<file path="src/rtl/xpmwrap_fifo_reader.sv">
// xpmwrap_fifo_reader
// Read-side companion for a standard-mode (non-FWFT) synchronous FIFO. It issues
// fifo_rd_en and captures fifo_dout one cycle later into a 2-entry buffer. The
// buffer is presented as a valid/ready stream master, so full throughput is kept
// under arbitrary backpressure.
// Optional beat counter: define XPMWRAP_FIFO_READER_BEAT_COUNT_EN to build beat_count.
// Without it, beat_count is tied to zero.
module xpmwrap_fifo_reader #(
  parameter int DATA_WIDTH  = 32,
  parameter int COUNT_WIDTH = 32
) (
  input  logic                   wr_clk,
  input  logic                   rst_n,
  input  logic [DATA_WIDTH-1:0]  fifo_dout,
  input  logic                   fifo_empty,
  input  logic                   fifo_rd_rst_busy,
  output logic                   fifo_rd_en,
  output logic [DATA_WIDTH-1:0]  m_data,
  output logic                   m_valid,
  input  logic                   m_ready,
  output logic [COUNT_WIDTH-1:0] beat_count
);

  // A read was issued last cycle, so its word is on fifo_dout this cycle.
  logic       inflight_q, inflight_d;
  // Number of words held in the buffer (0..2).
  logic [1:0] occ_q, occ_d;
  logic       wr_ptr_q, wr_ptr_d;
  logic       rd_ptr_q, rd_ptr_d;
  logic       pop;
  // Occupancy plus in-flight, less this cycle's pop.
  // This is also the next occupancy before any new read.
  logic [1:0] level_after_pop;

  logic [DATA_WIDTH-1:0] entry [2];

  assign m_valid = (occ_q != 2'd0);
  assign m_data  = entry[rd_ptr_q];
  assign pop     = m_valid & m_ready;

  // Issue decision and next-state.
  // A new read is allowed only if its word will have a free slot when it lands.
  always_comb begin
    level_after_pop = occ_q + {1'b0, inflight_q} - {1'b0, pop};
    fifo_rd_en      = rst_n & ~fifo_empty & ~fifo_rd_rst_busy & (level_after_pop <= 2'd1);
    occ_d           = level_after_pop;
    inflight_d      = fifo_rd_en;
    wr_ptr_d        = wr_ptr_q ^ inflight_q;
    rd_ptr_d        = rd_ptr_q ^ pop;
  end

  // Control state register.
  always_ff @(posedge wr_clk) begin
    if (!rst_n) begin
      inflight_q <= 1'b0;
      occ_q      <= 2'd0;
      wr_ptr_q   <= 1'b0;
      rd_ptr_q   <= 1'b0;
    end else begin
      inflight_q <= inflight_d;
      occ_q      <= occ_d;
      wr_ptr_q   <= wr_ptr_d;
      rd_ptr_q   <= rd_ptr_d;
    end
  end

  // Buffer entries: capture the in-flight word at the write pointer.
  for (genvar gi = 0; gi < 2; gi++) begin : g_entry
    logic [DATA_WIDTH-1:0] entry_q;

    // Per-entry storage; cleared by reset so m_data reads zero after reset.
    always_ff @(posedge wr_clk) begin
      if (!rst_n) begin
        entry_q <= '0;
      end else if (inflight_q && (wr_ptr_q == 1'(gi))) begin
        entry_q <= fifo_dout;
      end
    end

    assign entry[gi] = entry_q;
  end

`ifdef XPMWRAP_FIFO_READER_BEAT_COUNT_EN
  logic [COUNT_WIDTH-1:0] beat_count_q;

  // Count accepted beats. The counter wraps naturally and only reset clears it.
  always_ff @(posedge wr_clk) begin
    if (!rst_n) begin
      beat_count_q <= '0;
    end else if (pop) begin
      beat_count_q <= beat_count_q + 1'b1;
    end
  end

  assign beat_count = beat_count_q;
`else
  assign beat_count = '0;
`endif

endmodule

</file>
<file path="config.mk">
export PLATFORM = sky130hd
export DESIGN_NAME = xpmwrap_fifo_reader
export DESIGN_NICKNAME = d
export VERILOG_FILES = /design/src/rtl/xpmwrap_fifo_reader.sv
export SDC_FILE = /design/constraint.sdc
export NUM_CORES = 1
export LEC_CHECK = 0
export CAP_MARGIN = 20
export CELL_PAD_IN_SITES_DETAIL_PLACEMENT = 1
export CELL_PAD_IN_SITES_GLOBAL_PLACEMENT = 1
export CORE_MARGIN = 2
export CORE_UTILIZATION = 32
export DETAILED_ROUTE_END_ITERATION = 12
export PLACE_DENSITY_LB_ADDON = 0.1
export SLEW_MARGIN = 10
export SYNTH_ARGS = -nofsm -noshare
export SYNTH_HDL_FRONTEND = slang
export SYNTH_SLANG_ARGS = --single-unit
</file>
<file path="constraint.sdc">
create_clock -name wr_clk -period 2.5 [get_ports wr_clk]
set_input_delay 0.25 -clock wr_clk [delete_from_list [all_inputs] [get_ports wr_clk]]
set_output_delay 0.25 -clock wr_clk [all_outputs]
set_load 0.01 [all_outputs]
</file>
==> run_results.csv <==
group,metric,value,unit
global_routing,overflow,0,
final_layout,antenna_cells,0,
synth,synth_area,0.00329,mm²
pwr,p_int,2.27,mW
die,core,0.00986,mm²
cts,holdBufCountCts,0,
timing,finClkSkew,0.0130,ns
flow_run,maxCapViolCount,0,
global_routing,grt_pass1_vias,2282,
final_layout,final_util,43.2,%
cts,cts_tree,"yes",
run_status,status,"complete, no violations",
pwr,vdd_drop_max,270,µV
die,die_x,105,µm
final_layout,finalNetCount,408,
worst_setup_path,critical-path-max-stage-delay,0.32,ns
timing,post-route-period-util,94.5,%
detailed_routing,drcViolationCount,0,
worst_setup_path,critical-path-top-delay-family,"adder cells",
pwr,power,3.03,mW
detailed_routing,routedWlPerCell,13.5,µm
timing,max-slew-margin-rel,59.5,%
worst_setup_path,worstPathMaxFanout,3,
synth,yosys_register_bits,69,
final_layout,final_cell_mix,"dfxtp_1, clkdlybuf4s50_1, mux2i_1, nor2b_1",
final_layout,drive_above_1_share,16.7,%
final_layout,instances_no_fill,505,
pwr,swShare,25.2,%
die,start_util,33.3,%
place,placed_cell_area,0.00401,mm²
pwr,p_switching,762,µW
timing,fmax,423,MHz
timing,grt_setup_unrepaired,"false",
timing,worstMarginPinSlew,0.608,ns
place,pre_cts_ws,-0.141,ns
place,io_buffer_count,70,
place,gp_congestion,0.672,
synth,synth_cells,299,
detailed_routing,avgViaCountPerCell,4.27,
worst_setup_path,critPathKind,"reg2out",
cts,cts_htree_levels,3,
cts,cts.sinks,69,
pwr,p_comb_share,20.9,%
pwr,power_leakage,1.52,nW
cts,worstSkewPairLatency,0.34,ns
worst_setup_path,worst-path-buf-inv,2,
global_routing,grt_max_degree,71,
pwr,pwr-share-clk,38.3,%
cts,cts.clk_slew.worst_paths,0.08,ns
timing,hold_slack,0.477,ns
worst_setup_path,crit_slowest_cell,"dfxtp_1",
timing,final_hold_viol_count,0,
die,fp.dieH,105,µm
final_layout,design_area,0.00426,mm²
cts,cts_buffers,9,
detailed_routing,vias,2155,
worst_setup_path,arrival,2.11,ns
worst_setup_path,crit_top_cell,"ha_1",
final_layout,syn2layout_area_growth,29.7,%
global_routing,grt_usage,12.8,%
worst_setup_path,required,2.25,ns
die,io_pins,103,
timing,tns,0,ns
detailed_routing,first_pass_iters,4,
synth,avgSynthCellArea,11.0,µm²
detailed_routing,drt_iter0_markers,27,
pwr,seqPwrFrac,40.9,%
place,hpwlAfterDp,4.53,mm
synth,ys_seq_area_share,42.0,%
worst_setup_path,cp_cell_sequence,"o21a_1 > ha_1 > inv_1 > ha_1 > xor3_2 > nor4b_1 > dlygate4sd1_1",
synth,ys_types,18,
detailed_routing,antenna_left,0,
min_path,hp-class,"in2reg",
synth,ys_warn_count,0,
timing,final.min_clock_period,2.36,ns
timing,drv_slew,0,
worst_setup_path,crit_path_end_kind,"primary output",
global_routing,grt_antenna_before_repair,0,
timing,setup_viol,0,
die,rows,36,
place,dp_cells,489,
worst_setup_path,worstSetupStartpointType,"register",
die,die_area,0.0111,mm²
cts,clockBufferDepth,2,
pwr,p_per_area,710,mW/mm²
cts,cts-root-buf,"clkbuf_8",
detailed_routing,drt_wl_total,6.83,mm
timing,worst_slack,0.138,ns
global_routing,grt_first_pass_wirelength,11.1,mm
final_layout,fillCellCount,1101,
==> worst reg2reg max path, stage by stage (launching register included) <==
cell	delay (ns)
dfxtp_1	0.40
ha_2	0.57
buf_4	0.27
mux2i_1	0.20
nor2b_1	0.07
==> what timing repair did <==
action / in CTS / in global routing
gates resized for setup: 1 / 2
buffers inserted: 0 / 0
endpoints found under the setup margin: 1 / 1
==> state kept, by name, indices dropped and copies added, names as in the netlist <==
register	cells
occ_q	2
wr_ptr_q	1
inflight_q	1
rd_ptr_q	1
g_entry.entry_q	64
==> layer usage <==
metal	wire, µm	vias up	share of wire [%]	track usage [%]
li1	-	1066	-	-
met1	3070	1019	45	15.1
met2	3300	62	48	21.3
met3	379	8	5.5	3.65
met4	87	0	1.3	5.71
met5	0	-	0	0
==> cell families (layout without fill, tap and decap cells) <==
kind of cell | Yosys count | after routing | share of synthesized area (%)
muxes | 97 | 97 | 30.8
and+or+nand+nor | 72 | 72 | 13.8
DFF | 69 | 69 | 42.0
buffers and inverters | 54 | 96 | 10.7
adders and majority gates | 4 | 4 | 1.52
other | 1 | 32 | 0.114
AOI/OAI and AO/OA | 1 | 1 | 0.229
xor gates and xnor gates | 1 | 1 | 0.761
==> layout make-up <==
cell class / count / area, µm² / area share (%)
clock inverters: 5 / 106 / 2.49
inverters: 3 / 11.3 / 0.264
well taps: 133 / 166 / 3.90
repair buffers: 77 / 772 / 18.1
clock buffers: 11 / 151 / 3.55
multi-input cells: 207 / 1670 / 39.2
flip-flops and latches: 69 / 1380 / 32.4
==> path summary, 6_finish.rpt <==
| path | cells after the start | from | slack (ns) | end |
|---|---|---|---|---|
| worst max-delay path | 7 | occ_q[0] | 0.14 | fifo_rd_en |
| worst min-delay path | 2 | fifo_empty | 0.48 | inflight_q |
| worst max register to register | 4 | inflight_q | 0.89 | g_entry[1].entry_q[22] |
| worst min register to register | 2 | g_entry[1].entry_q[28] | 0.51 | g_entry[1].entry_q[28] |
==> power groups by stage <==
| stage | Combinational, mW | Clock (mW) | Sequential [mW] |
|---|---|---|---|
| CTS | 0.648 | 1.20 | 1.24 |
| global route | 0.686 | 1.24 | 1.25 |
| finish | 0.632 | 1.16 | 1.24 |
| global placement | 0.636 | 0 | 1.26 |
| detailed placement | 0.646 | 0 | 1.26 |
| floorplan | 0.441 | 0 | 1.22 |
==> synthesized netlist by cell type, drive strengths merged <==
library cell / count / area (µm²)
o21a: 1 / 7.51
nor2b: 65 / 407
nor4b: 2 / 17.5
nand2b: 1 / 6.26
conb: 1 / 3.75
mux2: 32 / 360
xor3: 1 / 25.0
or2: 1 / 6.26
dfxtp: 69 / 1380
and2: 2 / 13.8
ha: 4 / 50.1
clkbuf: 7 / 26.3
mux2i: 65 / 651
inv: 3 / 11.3
buf: 44 / 315
nand2: 1 / 3.75
Power figures use the tool's default switching activity.
